**config.mk**
```make
export PLATFORM = sky130hd
export DESIGN_NAME = fifo_sync_param_flat
export DESIGN_NICKNAME = d
export VERILOG_FILES = /design/src/rtl/fifo_sync_param_if.sv /design/src/rtl/fifo_sync_param.sv /design/src/flat_wrapper.sv
export SDC_FILE = /design/constraint.sdc
export NUM_CORES = 1
export LEC_CHECK = 0
export ABC_AREA = 0
export BUFFER_PORTS_ARGS = -buffer_cell sky130_fd_sc_hd__buf_2
export CAP_MARGIN = 20
export CORE_AREA = 8 8 117 119
export CTS_BUF_LIST = sky130_fd_sc_hd__clkbuf_2
export CTS_CLUSTER_DIAMETER = 30
export DETAILED_ROUTE_END_ITERATION = 10
export DIE_AREA = 0 0 125 127
export GPL_ROUTABILITY_DRIVEN = 0
export PLACE_DENSITY = 0.74
export REMOVE_ABC_BUFFERS = 1
export SETUP_SLACK_MARGIN = 0.4
export SYNTH_ARGS = -nofsm -noshare
export SYNTH_HDL_FRONTEND = slang
export SYNTH_SLANG_ARGS = --single-unit
export TNS_END_PERCENT = 1
```
**constraint.sdc**
```tcl
create_clock -name clk -period 3 [get_ports clk]
set_input_delay 0.3 -clock clk [delete_from_list [all_inputs] [get_ports clk]]
set_output_delay 0.3 -clock clk [all_outputs]
set_load 0.02 [all_outputs]
```
**src/rtl/fifo_sync_param_if.sv**
```systemverilog
// Producer/consumer bundle for fifo_sync_param. The FIFO takes the slave
// modport; the environment that drives requests takes the master modport.
interface fifo_sync_param_if #(
  parameter int FIFO_WIDTH = 16,
  parameter int FIFO_DEPTH = 8
);
  localparam int CW = $clog2(FIFO_DEPTH) + 1;

  logic                  wr_en;
  logic [FIFO_WIDTH-1:0] data_in;
  logic                  rd_en;
  logic                  clr_err;
  logic [FIFO_WIDTH-1:0] data_out;
  logic                  rd_valid;
  logic                  wr_ack;
  logic                  overflow;
  logic                  underflow;
  logic                  ovf_sticky;
  logic                  udf_sticky;
  logic                  full;
  logic                  empty;
  logic                  almostfull;
  logic                  almostempty;
  logic [CW-1:0]         count;

  modport master (
    output wr_en, data_in, rd_en, clr_err,
    input  data_out, rd_valid, wr_ack, overflow, underflow,
           ovf_sticky, udf_sticky, full, empty, almostfull, almostempty, count
  );

  modport slave (
    input  wr_en, data_in, rd_en, clr_err,
    output data_out, rd_valid, wr_ack, overflow, underflow,
           ovf_sticky, udf_sticky, full, empty, almostfull, almostempty, count
  );
endinterface

```
**src/rtl/fifo_sync_param.sv**
```systemverilog
// Single-clock FIFO with arbitrary depth, programmable almost-full/almost-empty
// thresholds, optional first-word-fall-through reads and sticky error flags.
module fifo_sync_param #(
  parameter int FIFO_WIDTH = 16,
  parameter int FIFO_DEPTH = 8,
  parameter int AF_THRESH  = FIFO_DEPTH - 1,
  parameter int AE_THRESH  = 1,
  parameter bit FWFT       = 1'b0
) (
  input logic              clk,
  input logic              rst,
  fifo_sync_param_if.slave bus
);
  localparam int CW = $clog2(FIFO_DEPTH) + 1;
  localparam int PW = $clog2(FIFO_DEPTH);
  localparam logic [PW-1:0] LAST    = PW'(FIFO_DEPTH - 1);
  localparam logic [CW-1:0] DEPTH_C = CW'(FIFO_DEPTH);

  logic [FIFO_WIDTH-1:0] mem [FIFO_DEPTH];
  logic [PW-1:0]         wr_ptr;
  logic [PW-1:0]         rd_ptr;
  logic [CW-1:0]         count;
  logic                  full;
  logic                  empty;
  logic                  wr_ok;
  logic                  rd_ok;
  logic                  wr_ack;
  logic                  overflow;
  logic                  underflow;
  logic                  ovf_sticky;
  logic                  udf_sticky;

  assign full  = (count == DEPTH_C);
  assign empty = (count == '0);
  assign wr_ok = bus.wr_en && !full;
  assign rd_ok = bus.rd_en && !empty;

  // Pointers wrap at FIFO_DEPTH-1 explicitly so any depth works; count tracks occupancy.
  always_ff @(posedge clk or posedge rst) begin
    if (rst) begin
      wr_ptr <= '0;
      rd_ptr <= '0;
      count  <= '0;
    end else begin
      if (wr_ok) wr_ptr <= (wr_ptr == LAST) ? '0 : wr_ptr + 1'b1;
      if (rd_ok) rd_ptr <= (rd_ptr == LAST) ? '0 : rd_ptr + 1'b1;
      if (wr_ok && !rd_ok)      count <= count + 1'b1;
      else if (rd_ok && !wr_ok) count <= count - 1'b1;
    end
  end

  // Storage array; contents are not reset, validity comes from count.
  always_ff @(posedge clk) begin
    if (wr_ok) mem[wr_ptr] <= bus.data_in;
  end

  // Per-cycle handshake/error pulses and sticky error flags (new error beats clr_err).
  always_ff @(posedge clk or posedge rst) begin
    if (rst) begin
      wr_ack     <= 1'b0;
      overflow   <= 1'b0;
      underflow  <= 1'b0;
      ovf_sticky <= 1'b0;
      udf_sticky <= 1'b0;
    end else begin
      wr_ack     <= wr_ok;
      overflow   <= bus.wr_en && full;
      underflow  <= bus.rd_en && empty;
      if (bus.wr_en && full) ovf_sticky <= 1'b1;
      else if (bus.clr_err)  ovf_sticky <= 1'b0;
      if (bus.rd_en && empty) udf_sticky <= 1'b1;
      else if (bus.clr_err)   udf_sticky <= 1'b0;
    end
  end

  generate
    if (FWFT) begin : g_fwft
      // Head word is shown directly; forced to zero while empty so the
      // output is defined (and zero) straight out of reset.
      assign bus.data_out = empty ? '0 : mem[rd_ptr];
      assign bus.rd_valid = !empty;
    end else begin : g_std
      logic [FIFO_WIDTH-1:0] dout_q;
      logic                  valid_q;

      // Registered read port: one-cycle latency, data held between reads.
      always_ff @(posedge clk or posedge rst) begin
        if (rst) begin
          dout_q  <= '0;
          valid_q <= 1'b0;
        end else begin
          valid_q <= rd_ok;
          if (rd_ok) dout_q <= mem[rd_ptr];
        end
      end

      assign bus.data_out = dout_q;
      assign bus.rd_valid = valid_q;
    end
  endgenerate

  assign bus.wr_ack      = wr_ack;
  assign bus.overflow    = overflow;
  assign bus.underflow   = underflow;
  assign bus.ovf_sticky  = ovf_sticky;
  assign bus.udf_sticky  = udf_sticky;
  assign bus.full        = full;
  assign bus.empty       = empty;
  assign bus.almostfull  = !full && (int'(count) >= AF_THRESH);
  assign bus.almostempty = !empty && (int'(count) <= AE_THRESH);
  assign bus.count       = count;
endmodule
```
**src/flat_wrapper.sv**
```systemverilog
// flat-port wrapper written by rule: the top's interface ports become plain ports
module fifo_sync_param_flat 
#(
  parameter int FIFO_WIDTH = 16,
  parameter int FIFO_DEPTH = 8,
  parameter int AF_THRESH  = FIFO_DEPTH - 1,
  parameter int AE_THRESH  = 1,
  parameter bit FWFT       = 1'b0
)
  (clk, rst, bus_wr_en, bus_data_in, bus_rd_en, bus_clr_err, bus_data_out, bus_rd_valid, bus_wr_ack, bus_overflow, bus_underflow, bus_ovf_sticky, bus_udf_sticky, bus_full, bus_empty, bus_almostfull, bus_almostempty, bus_count);
  fifo_sync_param_if #(.FIFO_WIDTH(FIFO_WIDTH), .FIFO_DEPTH(FIFO_DEPTH)) bus_i ();
  input logic clk;
  input logic rst;
  input wire logic [$bits(bus_i.wr_en)-1:0] bus_wr_en;
  input wire logic [$bits(bus_i.data_in)-1:0] bus_data_in;
  input wire logic [$bits(bus_i.rd_en)-1:0] bus_rd_en;
  input wire logic [$bits(bus_i.clr_err)-1:0] bus_clr_err;
  output wire logic [$bits(bus_i.data_out)-1:0] bus_data_out;
  output wire logic [$bits(bus_i.rd_valid)-1:0] bus_rd_valid;
  output wire logic [$bits(bus_i.wr_ack)-1:0] bus_wr_ack;
  output wire logic [$bits(bus_i.overflow)-1:0] bus_overflow;
  output wire logic [$bits(bus_i.underflow)-1:0] bus_underflow;
  output wire logic [$bits(bus_i.ovf_sticky)-1:0] bus_ovf_sticky;
  output wire logic [$bits(bus_i.udf_sticky)-1:0] bus_udf_sticky;
  output wire logic [$bits(bus_i.full)-1:0] bus_full;
  output wire logic [$bits(bus_i.empty)-1:0] bus_empty;
  output wire logic [$bits(bus_i.almostfull)-1:0] bus_almostfull;
  output wire logic [$bits(bus_i.almostempty)-1:0] bus_almostempty;
  output wire logic [$bits(bus_i.count)-1:0] bus_count;
  assign bus_i.wr_en = bus_wr_en;
  assign bus_i.data_in = bus_data_in;
  assign bus_i.rd_en = bus_rd_en;
  assign bus_i.clr_err = bus_clr_err;
  assign bus_data_out = bus_i.data_out;
  assign bus_rd_valid = bus_i.rd_valid;
  assign bus_wr_ack = bus_i.wr_ack;
  assign bus_overflow = bus_i.overflow;
  assign bus_underflow = bus_i.underflow;
  assign bus_ovf_sticky = bus_i.ovf_sticky;
  assign bus_udf_sticky = bus_i.udf_sticky;
  assign bus_full = bus_i.full;
  assign bus_empty = bus_i.empty;
  assign bus_almostfull = bus_i.almostfull;
  assign bus_almostempty = bus_i.almostempty;
  assign bus_count = bus_i.count;
  fifo_sync_param #(.FIFO_WIDTH(FIFO_WIDTH), .FIFO_DEPTH(FIFO_DEPTH), .AF_THRESH(AF_THRESH), .AE_THRESH(AE_THRESH), .FWFT(FWFT)) u_core (.clk(clk), .rst(rst), .bus(bus_i));
endmodule
```
* Yosys cells after proc, flatten, opt, wreduce, memory -nomap -nowiden
Memory sizes are Yosys's and may differ from the RTL's. A register that Yosys moved wholly into a read port is not among the register bits.
Index checks and enable logic that the tools add are counted.
** Storage, ports and cells
- Register bits after elaboration :: 16
- Bits in latches :: 0
- Bits in writable memories :: 128
- ROM bits :: 0
- Bits of input ports :: 21
- Output and inout bits :: 30
- Word-level logic and storage cells :: 44
- Memories kept :: 1
** Memories
- u_core.mem :: depth 8, width 16, read ports 1, clocked after memory_dff 1, wr ports 1, line fifo_sync_param.sv:19 : logic [FIFO_WIDTH-1:0] mem [FIFO_DEPTH];
** Cells by class
- Add/sub/neg operators :: 4
- Multiply operators :: 0
- Div/mod/pow operators :: 0
- $lt $le $gt $ge :: 2
- Equality and inequality tests :: 3
- Shift-type cells :: 0
- Muxes and demuxes :: 9
- Bitwise gates (word level) :: 0
- Reduce and logical (&&, ||, !) cells :: 16
** Operators with widths (count)
- 1-bit logical AND :: 8
- 4-bit 2-to-1 mux :: 2
- 3-bit by 1-bit adder with 3-bit output (second input constant) :: 2
- 3-bit equality test (second input constant) :: 2
- 3-bit 2-to-1 mux :: 2
- 2-bit nonzero test :: 3
- 1-bit 2-to-1 mux :: 5
- 4-bit by 1-bit adder with 4-bit output (second input constant) :: 1
- 4-bit equality test (second input constant) :: 1
- 4-bit by 3-bit >= comparator with 1-bit output (second input constant) :: 1
- 4-bit by 1-bit <= comparator with 1-bit output (second input constant) :: 1
- 1-bit zero test :: 4
- 4-bit zero test :: 1
- 4-bit by 1-bit subtractor with 4-bit output (second input constant) :: 1

* Logic depth before layout (Yosys ltp)
- Depth after elaboration :: 7
- Gate-level depth with buffers :: 9
- Depth with buffers taken out :: 9

* Worst setup path after synthesis
No wires, ideal clock.
- Kind :: register -> register
- Start :: reg u_core.count[0], in the netlist u_core.bus.count[0]
- End :: mem u_core.mem[0][0], enable pin
- Data arrival time :: 2.739 ns
- Required time :: 2.570 ns
- Path slack :: -0.169 ns
- Stages on the path, launching flop included :: 6
- Path buffers :: 0
- Path through :: dfrtp_1 > inv_1 > ha_1 > nand3b_1 > nand2_1 > nor4_1
** Between the ends
- Cells in the longest elaborated chain, start to end :: 5
** RTL lines
- from (decl) :: line fifo_sync_param.sv:22 : logic [CW-1:0] count;
- from (signal assigned) :: line fifo_sync_param.sv:47 : if (wr_ok && !rd_ok) count <= count + 1'b1;
- from (signal assigned) :: line fifo_sync_param.sv:48 : else if (rd_ok && !wr_ok) count <= count - 1'b1;
- 4-bit equality test :: line fifo_sync_param.sv:33 : assign full = (count == DEPTH_C);
- 1-bit zero test :: line fifo_sync_param.sv:35 : assign wr_ok = bus.wr_en && !full;
- 1-bit logical AND :: line fifo_sync_param.sv:35
- 1-bit 2-to-1 mux :: line fifo_sync_param.sv:54 : if (wr_ok) mem[wr_ptr] <= bus.data_in;
- 1-bit 2-to-1 mux (not written as such) :: line fifo_sync_param.sv:54
- to (decl) :: line fifo_sync_param.sv:19
Every way passes these cells.

* Worst setup path after layout
- Start :: reg u_core.count[1], in the netlist u_core.bus.count[1]
- End :: reg u_core.count[3], in the netlist u_core.bus.count[3]
** Between the ends
- Cells in the longest elaborated chain, start to end :: 6
- Elaborated cells between the ends (all ways) :: 15
- Those cells by class :: add/sub: 2; eq/ne: 1; mux: 2; reduce/logical: 10
** RTL lines
- 4-bit equality test * :: line fifo_sync_param.sv:33
- 1-bit zero test * :: line fifo_sync_param.sv:35
- 1-bit logical AND * :: line fifo_sync_param.sv:35
- net u_core.wr_ok :: line fifo_sync_param.sv:25 : logic wr_ok;
- 1-bit zero test :: line fifo_sync_param.sv:48
- 1-bit logical AND :: line fifo_sync_param.sv:48
- 2-bit nonzero test (no source line)
The timed path passes the listed nets; every way through them passes the cells marked *. The select of a mux whose other input is x is not followed.
A chain may end at the register's enable or synchronous reset.

==> flow_metrics.env <==
export IMPL_netSwitchingFraction_pct=35.9
export IMPL_cp_start_kind="flip-flop"
export IMPL_cp_data_arrival_time_ns=3.04
export IMPL_synth_cells=374
export IMPL_clock_skew_ns=0.0358
export IMPL_ir_worst_vdd_mv=0.444
export IMPL_worst_pin_slew_ns=0.943
export IMPL_cts_made_buffers=17
export IMPL_fp_dieW_um=125
export IMPL_worst_path_buf_inv=2
export IMPL_hold_class="in -> async"
export IMPL_cts_path_max_buffers=2
export IMPL_port_buffer_count=50
export IMPL_ant_nets=0
export IMPL_synth_seq_area_share_pct=72.3
export IMPL_min_period_ns=2.40
export IMPL_post_place_ws_ns=0.618
export IMPL_layout_setup_ws_ns=0.600
export IMPL_fmax_mhz=417
export IMPL_antenna_found_initial=0
export IMPL_dr_first_iter_drc_count=256
export IMPL_synth_warnings=0
export IMPL_drtPass1Iterations=4
export IMPL_worstPathRequired_ns=3.64
export IMPL_maxCapViolCount=0
export IMPL_grt_max_degree=27
export IMPL_synth_cell_area_um2=6420
export IMPL_status="completed"
export IMPL_vias=3531
export IMPL_io_pins=51
export IMPL_die_area_um2=15900
export IMPL_clkTransAtPathRegs_ns=0.21
export IMPL_max_slew_margin_pct=37.2
export IMPL_core_rowCount=40
export IMPL_path_delay_family="simple AND/OR/NAND/NOR gates"
export IMPL_hpwl_mm=7.62
export IMPL_core_area_um2=11800
export IMPL_drive_gt1_share_pct=32.9
export IMPL_cts_sinks=160
export IMPL_synth_top_area_share_pct=59.8
export IMPL_cp_slowest_cell="dfrtp_1"
export IMPL_grt_overflow_total=0
export IMPL_synth_distinct_cells=32
export IMPL_cts_tree="done"
export IMPL_hold_viol_final=0
export IMPL_h_tree_depth=4
export IMPL_p_int_mw=4.29
export IMPL_leakagePower_nw=2.82
export IMPL_n_antenna_cell=0
export IMPL_synthToLayoutAreaGrowth_pct=15.3
export IMPL_rr_worst_depth=9
export IMPL_post_synth_top_area_cell="edfxtp_1"
export IMPL_start_util_pct=54.4
export IMPL_rsz0062_at_grt="yes"
export IMPL_p_per_area_nw_per_um2=903
export IMPL_setup_tns_ns=0
export IMPL_critPathMaxFanout=8
export IMPL_avgSynthCellArea_um2=17.2
export IMPL_critical_path_class="reg -> reg"
export IMPL_p_clk_share_pct=16.6
export IMPL_viasPerCell=5.63
export IMPL_fin_nets=497
export IMPL_drc_errors=0
export IMPL_die_h_um=127
export IMPL_crit_path_end_kind="flip-flop"
export IMPL_comb_power_share_pct=36.2
export IMPL_r2r_setup_slack_ns=0.60
export IMPL_worstReg2RegStart="u_core.bus.count[1]$_DFFE_PP0P_"
export IMPL_ys_seq_elements=160
export IMPL_path_cells="inv_1 > ha_1 > nand3b_1 > nand2_1 > inv_1 > ha_1 > or4_1 > a21oi_1 > xnor2_1"
export IMPL_wl_mm=12.6
export IMPL_wl_per_cell_um=20.1
export IMPL_slew_viol_final=0
export IMPL_grt_total_usage_pct=16.4
export IMPL_period_share_pct=80.0
export IMPL_r2r_end="u_core.bus.count[3]$_DFFE_PP0P_"
export IMPL_clk_latency_ns=0.72
export IMPL_max_stage_delay_ns=0.47
export IMPL_grt_pass1_vias=3542
export IMPL_synth_area_leaders="edfxtp_1 (60%), dfrtp_1 (12%), mux2_2 (5.4%), mux2i_1 (5.1%), o31ai_2 (3.1%)"
export IMPL_switchingPower_mw=2.40
export IMPL_grt_pass1_wl_mm=19.3
export IMPL_seq_power_share_pct=47.2
export IMPL_crit_cells=9
export IMPL_final_setup_viol_count=0
export IMPL_nFillCells=855
export IMPL_clockRootBuffer="clkbuf_2"
cells by family (layout without fill, tap and decap cells):
family / after synthesis / count (layout) / share of synthesized area, %
XOR/XNOR: 4 / 4 / 0.546
buffers and inverters: 27 / 133 / 2.34
flip-flops: 160 / 160 / 72.3
AND/OR/NAND/NOR: 32 / 32 / 2.61
AO/OA/AOI/OAI: 72 / 72 / 8.81
adder cells (fa/ha/maj): 9 / 9 / 1.75
multiplexers: 70 / 70 / 11.6
power groups by stage:
| stage | Combinational [mW] | Sequential, mW | Clock, mW |
|---|---|---|---|
| 2_1_floorplan | 1.38 | 3.43 | 0 |
| 3_3_place_gp | 2.35 | 3.18 | 0 |
| 3_5_place_dp | 2.40 | 3.21 | 0 |
| 4_1_cts | 2.44 | 3.16 | 1.13 |
| 5_1_grt | 2.62 | 3.20 | 1.23 |
| 6_report | 2.42 | 3.16 | 1.11 |
registers in the layout, indices dropped and copies added (netlist names):
register,count
u_core.mem,128
u_core.wr_ptr,3
u_core.bus.data_out,16
u_core.bus.udf_sticky,1
u_core.bus.rd_valid,1
u_core.bus.underflow,1
u_core.bus.count,4
u_core.rd_ptr,3
u_core.bus.overflow,1
u_core.bus.wr_ack,1
u_core.bus.ovf_sticky,1
area by class of cell:
| class | instances | area (um2) | area share [%] |
|---|---|---|---|
| Clock inverter | 14 | 141 | 1.91 |
| Multi-Input combinational cell | 187 | 1660 | 22.4 |
| Timing Repair Buffer | 92 | 652 | 8.80 |
| Tap cell | 147 | 184 | 2.48 |
| Sequential cell | 160 | 4650 | 62.7 |
| Clock buffer | 18 | 90.1 | 1.22 |
| Inverter | 9 | 33.8 | 0.456 |
worst reg2reg max path: cells and delay by family, from the launching register on:
family          cells  cell delay [ns]
buf+inv             2             0.24
fa+ha+maj           2             0.47
simple gates        3             0.85
compound gates      1             0.18
xor+xnor            1             0.14
flops               1             0.47
synthesized netlist by cell type (all sizes together):
cell	instances
a21o	2
a21oi	1
a22o	16
and2	2
buf	13
clkbuf	5
dfrtp	32
edfxtp	128
ha	9
inv	9
mux2	37
mux2i	33
nand2	4
nand2b	5
nand3	1
nand3b	1
nand4	1
nor2	8
nor2b	2
nor3	4
nor3b	1
nor4	2
o21ai	21
o22ai	16
o31ai	16
or4	1
xnor2	2
xor2	2
through the flow:
stage	power (mW)	hold slack (ns)	instances	area, um2	util (%)
finish	6.69	0.126	627	7410	62.7
detailed placement	5.61	0.464	573	6940	58.7
global placement	5.53	0.456	573	6940	58.7
global route	7.06	0.0647	627	7410	62.7
CTS	6.73	0.307	625	7370	62.4
floorplan	4.81	0.399	356	6310	-
layer usage:
metal / track usage (%) / up-vias / routed length (um)
met5: 0 / - / 0
met4: 6.73 / 0 / 227
met3: 5.41 / 20 / 770
met2: 27.1 / 95 / 6260
met1: 19.4 / 1772 / 5330
li1: - / 1644 / -
cells in the final DEF, fill, tap and decap left out, drive strengths merged:
cell and count:
edfxtp 128, buf 72, mux2 37, mux2i 33, dfrtp 32, o21ai 21
dlygate4sd3 20, clkbuf 18, o22ai 16, a22o 16, o31ai 16, inv 10
ha 9, nor2 8, clkinv 8, nand2b 5, nand2 4, nor3 4
clkinvlp 3, nor2b 2, xnor2 2, xor2 2, and2 2, a21o 2
bufinv 2, nor4 2, nor3b 1, nand3b 1, nand3 1, nand4 1
or4 1, a21oi 1
worst max-delay path by stage:
stage	from	to	slack [ns]
5_1_grt	u_core.bus.count[1]$_DFFE_PP0P_	u_core.bus.count[3]$_DFFE_PP0P_	0.37
3_5_place_dp	u_core.bus.count[0]$_DFFE_PP0P_	u_core.bus.count[3]$_DFFE_PP0P_	0.62
6_report	u_core.bus.count[1]$_DFFE_PP0P_	u_core.bus.count[3]$_DFFE_PP0P_	0.60
3_3_place_gp	u_core.bus.count[0]$_DFFE_PP0P_	u_core.bus.count[3]$_DFFE_PP0P_	0.68
2_1_floorplan	u_core.bus.count[0]$_DFFE_PP0P_	u_core.bus.count[2]$_DFFE_PP0P_	-0.82
4_1_cts	u_core.bus.count[0]$_DFFE_PP0P_	bus_empty	0.44
repair_timing:
action | CTS | global route
endpoints found under the hold margin | 157 | 0
gates resized for setup | 1 | 1
endpoints found under the setup margin | 1 | 2
cloned | 0 | 0
setup buffers | 0 | 1
hold buffers | 20 | 0
(Power assumes the default switching activity.)
